$ cat src/rtl/sp_ram_fifo_ctrl.sv
`default_nettype none
// ============================================================================
// Module   : sp_ram_fifo_ctrl
// Purpose  : Byte FIFO controller that keeps 32 entries in an external
//            single-port RAM and adds a one-byte output register in front of
//            the consumer, giving a total capacity of 33 bytes.
//
// Ports    : clk              - sole clock, rising edge
//            rst_n            - synchronous active-low reset
//            in_valid/in_data - producer byte, accepted on in_valid & in_ready
//            in_ready         - FIFO can take the producer byte this cycle
//            out_valid        - out_data holds a byte
//            out_data         - consumer byte
//            out_ready        - consumer takes the byte on out_valid & out_ready
//            mem_data         - RAM write data
//            mem_address      - RAM address (bit 5 always 0)
//            mem_en           - RAM enable
//            mem_write_enable - RAM write (1) / read (0)
//            mem_q            - RAM read data, one cycle after the read issue
//            count            - bytes held in RAM, 0..32
//            full             - count == 32
//            empty            - nothing in RAM and nothing in the output register
//
// Revision : 1.0 - initial release
// ============================================================================
module sp_ram_fifo_ctrl (
    input  logic       clk,
    input  logic       rst_n,
    input  logic       in_valid,
    input  logic [7:0] in_data,
    output logic       in_ready,
    output logic       out_valid,
    output logic [7:0] out_data,
    input  logic       out_ready,
    output logic [7:0] mem_data,
    output logic [5:0] mem_address,
    output logic       mem_en,
    output logic       mem_write_enable,
    input  logic [7:0] mem_q,
    output logic [5:0] count,
    output logic       full,
    output logic       empty
);

    localparam logic [0:0] c_ST_IDLE    = 1'b0;
    localparam logic [0:0] c_ST_RD_WAIT = 1'b1;
    localparam logic [5:0] c_FULL_COUNT = 6'd32;

    logic [0:0] r_state;
    logic [4:0] r_wr_ptr;
    logic [4:0] r_rd_ptr;
    logic [5:0] r_count;
    logic       r_out_valid;
    logic [7:0] r_out_data;

    logic       w_full;
    logic       w_prefetch;
    logic       w_rd_access;
    logic       w_in_ready;
    logic       w_push;
    logic       w_pop;

    // Refill of the output register has priority over writes: it is only
    // started from the registered out_valid, so a pop and a prefetch can
    // never share a cycle. Everything is gated by rst_n so that the RAM
    // bus stays quiet and in_ready stays low while reset is held.
    always_comb begin
        w_full      = (r_count == c_FULL_COUNT);
        w_prefetch  = rst_n && (r_state == c_ST_IDLE) && !r_out_valid && (r_count != 6'd0);
        w_rd_access = w_prefetch || (rst_n && (r_state == c_ST_RD_WAIT));
        w_in_ready  = rst_n && (r_state == c_ST_IDLE) && !w_prefetch && !w_full;
        w_push      = in_valid && w_in_ready;
        w_pop       = r_out_valid && out_ready;
    end

    // RAM bus: read pair (issue + wait) holds the same address so mem_q is
    // valid during RD_WAIT; otherwise a single write cycle or an idle bus.
    always_comb begin
        mem_en           = 1'b0;
        mem_write_enable = 1'b0;
        mem_address      = 6'd0;
        mem_data         = 8'd0;
        if (w_rd_access) begin
            mem_en      = 1'b1;
            mem_address = {1'b0, r_rd_ptr};
        end else if (w_push) begin
            mem_en           = 1'b1;
            mem_write_enable = 1'b1;
            mem_address      = {1'b0, r_wr_ptr};
            mem_data         = in_data;
        end
    end

    always_ff @(posedge clk) begin
        if (!rst_n) begin
            r_state     <= c_ST_IDLE;
            r_wr_ptr    <= 5'd0;
            r_rd_ptr    <= 5'd0;
            r_count     <= 6'd0;
            r_out_valid <= 1'b0;
            r_out_data  <= 8'd0;
        end else begin
            if (w_pop) begin
                r_out_valid <= 1'b0;
            end
            case (r_state)
                c_ST_IDLE: begin
                    if (w_prefetch) begin
                        r_state <= c_ST_RD_WAIT;
                    end else if (w_push) begin
                        r_wr_ptr <= r_wr_ptr + 5'd1;
                        r_count  <= r_count + 6'd1;
                    end
                end
                c_ST_RD_WAIT: begin
                    // out_valid is known low here, so this cannot collide
                    // with the pop clear above.
                    r_out_data  <= mem_q;
                    r_out_valid <= 1'b1;
                    r_rd_ptr    <= r_rd_ptr + 5'd1;
                    r_count     <= r_count - 6'd1;
                    r_state     <= c_ST_IDLE;
                end
                default: begin
                    r_state <= c_ST_IDLE;
                end
            endcase
        end
    end

    assign in_ready  = w_in_ready;
    assign out_valid = r_out_valid;
    assign out_data  = r_out_data;
    assign count     = r_count;
    assign full      = w_full;
    assign empty     = (r_count == 6'd0) && !r_out_valid;

endmodule
`default_nettype wire

$ cat config.mk
export PLATFORM = sky130hd
export DESIGN_NAME = sp_ram_fifo_ctrl
export DESIGN_NICKNAME = d
export VERILOG_FILES = /design/src/rtl/sp_ram_fifo_ctrl.sv
export SDC_FILE = /design/constraint.sdc
export NUM_CORES = 1
export LEC_CHECK = 0
export BUFFER_PORTS_ARGS = -buffer_cell sky130_fd_sc_hd__buf_2
export CAP_MARGIN = 20
export CORE_AREA = 2 2 61 63
export DETAILED_ROUTE_END_ITERATION = 8
export DIE_AREA = 0 0 63 65
export PLACE_DENSITY = 0.74
export SLEW_MARGIN = 20
export SYNTH_ARGS = -nofsm -noshare
export SYNTH_HDL_FRONTEND = slang
export SYNTH_SLANG_ARGS = --single-unit
$ cat constraint.sdc
create_clock -name clk -period 2 [get_ports clk]
set_clock_uncertainty 0.1 [all_clocks]
set_input_delay 0.1 -clock clk [delete_from_list [all_inputs] [get_ports clk]]
set_output_delay 0.1 -clock clk [all_outputs]
set_load 0.05 [all_outputs]
Word-level counts from Yosys, hierarchy flattened
Cells that the tools add are included.

Word-level logic and storage cells: 47. Bits in registers: 26.

Add/subtract/negate cells: 4. Muxes and demuxes: 14. Reductions and logical operators: 18. Eq/ne operators: 3. Bitwise operators: 2.

Operator list (number): $mux W8 (2); $mux W6 (2); $pmux W6 S2 (1); $add A5 B1 Y5 const B (2); $mux W5 (2); $logic_and A1 B1 Y1 (9); $add A6 B1 Y6 const B (1); $eq A6 B6 Y1 const B (1); $logic_not A6 Y1 (1); $mux W1 (6); $reduce_bool A6 Y1 (1); $sub A6 B1 Y6 const B (1); $ne A2 B2 Y1 const B (2); $logic_not A1 Y1 (3); $reduce_and A3 Y1 (1); $not A1 Y1 (2); $pmux W1 S2 (1); $reduce_and A2 Y1 (1); $reduce_bool A2 Y1 (1); $logic_or A1 B1 Y1 (1).

Longest topological paths before layout
Depth after elaboration: 11. Gate-level depth with buffers: 7. Gate-level depth less buffers: 6.

Worst setup path after synthesis
OpenSTA, ideal clock, no wires.

Path type: flip-flop to output port. From: register r_count[0] (netlist: count[0]). To: output in_ready. Arrival: 2.845 ns. Path slack: -1.045 ns. Path buffers: 0. Stages on the path, launching flop included: 4. Cell sequence: dfxtp_1 > or4_4 > nor3_1 > nor3b_1.

RTL lines: start, declared (line 52) `logic [5:0] r_count;`; start signal, assigned (line 112) `r_count <= r_count + 6'd1;`; start signal, assigned (line 121) `r_count <= r_count - 6'd1;`; $eq A6 B6 Y1 (line 68) `w_full = (r_count == c_FULL_COUNT);`; via full (line 41) `output logic full,`; $logic_not A1 Y1 (line 71) `w_in_ready = rst_n && (r_state == c_ST_IDLE) && !w_prefetch && !w_full;`; $logic_and A1 B1 Y1 (line 71); end, declared (line 31) `output logic in_ready,`.

The timed path passes the listed nets, and every way through them passes these cells.

Worst setup path in the final report
From: register r_count[0] (netlist: count[0]). To: output mem_address[3].

Longest elaborated chain between the ends: 8.

RTL lines: $reduce_bool A6 Y1 (line 69) `w_prefetch = rst_n && (r_state == c_ST_IDLE) && !r_out_valid && (r_count != 6'd0);`; $logic_and A1 B1 Y1 (line 69); $logic_not A1 Y1 (line 71); $logic_and A1 B1 Y1 (2 in a row) (line 71); $logic_and A1 B1 Y1 (line 72) `w_push = in_valid && w_in_ready;`; $mux W5 (line 86) `end else if (w_push) begin`; $mux W5 * (line 83) `if (w_rd_access) begin`; end, declared (line 36) `output logic [5:0] mem_address,`.

Mark *: on every way between the ends. The rest lies on a longest branch, timed or not.

==> run metrics <==
run status finished, violations left; violations in the final reports setup timing; Finished Core Util 64.4%; filler cell count in the final layout 297; Flop pwr share 21.5%; post-layout instance area 2250 sq um; number of rows in the core area 22; final WL 3.69 mm; net load switching power 1.63 mW; post-detail-place hpwl 2.33 mm; vertical die dimension 65 um; Setup crit end kind output port; CP Class reg -> out; gr usage total 19.3%; syn_nets 172; final setup violation count 28; number of pins with negative max-slew slack in the final report 0; DRC violations left 0; largest net degree at the start of global routing 24; distinct cell type count of the synthesized netlist 39; P_int 1.80 mW; post-route antenna net violation count 0; Leak 1.09 nW; TritonCTS clock tree yes; cell count after synthesis 145; sink count of the clock tree 26; final estimated routing congestion in global placement 0.765; proportion of total power due to net switching 47.4%; number of detailed-routing iterations run before antenna repair 2; least setup slack across all paths after layout -379 ps; Final Net Count 252; worst path required time 1800 ps; floorplan die area 4100 sq um; netlist area before placement 1400 sq um; total clock buffers created by CTS 3; number of violations of the max-capacitance limit 0; clock transition at the registers of the reported paths 140 ps; achievable frequency 0.420 GHz; register bit count reported by yosys 26; wire length of the first global-routing pass 6.22 mm; count of final hold-check violations 0; arrival time at the worst endpoint 2180 ps; # H-tree levels 1; vias post-DR 1,340; final cycle utilization of the critical path 119%; mean area per synthesized cell 9.66 sq um; CTS Root Buffer Type sky130_fd_sc_hd__clkbuf_4; layout cells sized above 1 48.2%; leftover overflow at the end of global routing 0; Boundary Pins 54; clock share of power 9.5%; area of the core region 3500 sq um; iteration-0 DRC count of the detailed router 64; startpoint type of the worst setup path flip-flop; final critical delay including setup and external delays 2380 ps; Die Span X 63 um; type of the most critical hold path in -> reg; Vias per Instance 4.93; RSZ-0062 raised after global routing true; buffer levels on the longest clock path 2; number of antenna violations at the first check in global routing 0; count of input and output buffers 52; post-synthesis to final-layout area growth 60.8%; setup total negative slack -6990 ps; Max rail drop VDD 0.669 mV; instance area at placement 1860 sq um; sequential-to-total area share from yosys stat 37.2%; sequential cell area 531 sq um; yosys synthesis warning count 0; initial core utilization 40.1%; overall power 3.43 mW; Antenna Diode Count 0; multi-input gate area in the final layout 945 sq um; pwr/cell area 1520 nW/um^2; Comb pwr share 69.0%; number of global-route vias before repair 1,352; clock insertion delay at the later pin of the skew report 340 ps; average detailed-routed wire length per instance 13.6 um; hold slack 319 ps; Worst Path Max Fanout 6
-- critical path, stage by stage (launching register included) --
cell and delay (ps):
sky130_fd_sc_hd__dfxtp_4 370, sky130_fd_sc_hd__or4_4 530, sky130_fd_sc_hd__o311a_4 340, sky130_fd_sc_hd__and2_4 200, sky130_fd_sc_hd__a22o_4 260, sky130_fd_sc_hd__buf_8 150
-- cells in the final DEF, fill, tap and decap left out, types with 2 or more instances in the layout --
cell type                       Yosys  final
sky130_fd_sc_hd__nand2_1            8      8
sky130_fd_sc_hd__and2_1             7      7
sky130_fd_sc_hd__dfxtp_2            0      2
sky130_fd_sc_hd__and2_4             1      2
sky130_fd_sc_hd__a21o_1             2      2
sky130_fd_sc_hd__a21boi_1           3      3
sky130_fd_sc_hd__o21ai_1            3      2
sky130_fd_sc_hd__ha_1               6      6
sky130_fd_sc_hd__buf_8              0      2
sky130_fd_sc_hd__dfxtp_1           26     22
sky130_fd_sc_hd__mux2i_1           14     13
sky130_fd_sc_hd__xnor2_1            7      7
sky130_fd_sc_hd__nand4_1            4      4
sky130_fd_sc_hd__xor2_1             2      2
sky130_fd_sc_hd__nor2b_1           12     12
sky130_fd_sc_hd__a22o_4             0      5
sky130_fd_sc_hd__a211oi_1           2      2
sky130_fd_sc_hd__clkbuf_4           0      3
sky130_fd_sc_hd__buf_6              2     21
sky130_fd_sc_hd__and3_2             0      8
sky130_fd_sc_hd__dlygate4sd3_1      0     11
sky130_fd_sc_hd__nor2_1             2      2
sky130_fd_sc_hd__dfxtp_4            0      2
sky130_fd_sc_hd__a21oi_1            2      2
sky130_fd_sc_hd__buf_2              1     35
sky130_fd_sc_hd__buf_4              1     15
-- through the flow --
stage               instances  setup WS [ps]
detailed placement        250          -92.3
CTS                       270           -370
floorplan                 145           -235
global placement          250          -72.4
finish                    272           -379
global route              272           -426
-- registers in the layout, indices dropped and copies added, names as in the netlist --
signal and flops:
out_valid 1, out_data 8, r_rd_ptr 5, r_state 1, count 6, r_wr_ptr 5
-- worst paths after layout --
check | start | endpoint | slack, ps | cells after the start
max | count[0] | mem_address[3] | -380 | 5
min | in_valid | count[3] | 320 | 6
max reg2reg | count[0] | count[2] | -210 | 7
min reg2reg | r_wr_ptr[4] | r_wr_ptr[4] | 400 | 1
-- final cells by class --
type | count | share of cell area [%]
flip-flops and latches | 26 | 23.6
well taps | 48 | 2.67
clock buffers | 4 | 2.11
multi-input cells | 109 | 42.0
repair buffers | 84 | 29.5
inverters | 1 | 0.167
-- routing by layer --
metal,vias to the layer above,global-route usage (%),share of wire (%)
li1,671,-,-
met1,617,21.1,42
met2,47,37.2,51
met3,5,3.47,5.3
met4,0,6.67,1.4
met5,-,0,0
-- cells in the mapped netlist, drive strengths merged --
cell type	count	area, sq um
buf	4	35.0
a211oi	2	15.0
inv	1	3.75
a21o	2	15.0
nand3	1	5.00
clkbuf	6	22.5
o311a	2	20.0
nor3	3	15.0
conb	1	3.75
o21a	2	15.0
and3	8	50.1
nand4	4	25.0
fa	1	20.0
or3	1	6.26
dfxtp	26	521
o21ai	4	20.0
nand2	8	30.0
a21oi	3	26.3
mux2i	14	140
a22o	5	43.8
or2	1	6.26
and2	8	52.6
xnor2	7	61.3
nor2	2	7.51
a21boi	3	22.5
nand2b	1	6.26
o21bai	2	18.8
xor2	2	17.5
nor4	1	6.26
nor2b	12	75.1
nor3b	1	7.51
or4	1	11.3
ha	6	75.1
-- power by group through the flow --
stage | sequential [mW] | combinational [mW] | clock [mW]
floorplan | 1.01 | 1.19 | 0
global route | 0.758 | 2.53 | 0.350
global placement | 0.737 | 1.92 | 0
detailed placement | 0.740 | 1.95 | 0
CTS | 0.736 | 2.27 | 0.330
finish | 0.738 | 2.37 | 0.325
-- cell families (layout without fill, tap and decap cells) --
| group | count (synthesis) | after routing | share of synthesized area (%) |
|---|---|---|---|
| flip-flops | 26 | 26 | 37.2 |
| multiplexers | 14 | 14 | 10.0 |
| XOR/XNOR | 9 | 9 | 5.63 |
| buffers and inverters | 11 | 89 | 4.38 |
| AND/OR/NAND/NOR | 52 | 53 | 21.7 |
| other | 1 | 1 | 0.268 |
| adder cells (fa/ha/maj) | 7 | 7 | 6.79 |
| AO/OA/AOI/OAI | 25 | 25 | 14.0 |
-- what timing repair did --
action / in CTS / in global routing
hold buffers: 11 / 0
setup buffers: 4 / 1
resized for setup: 48 / 3
pin swaps: 2 / 4
endpoints found under the hold margin: 12 / 0
endpoints found under the setup margin: 25 / 28
gates cloned: 1 / 1
Note: power is estimated with default switching activity, not from simulation.
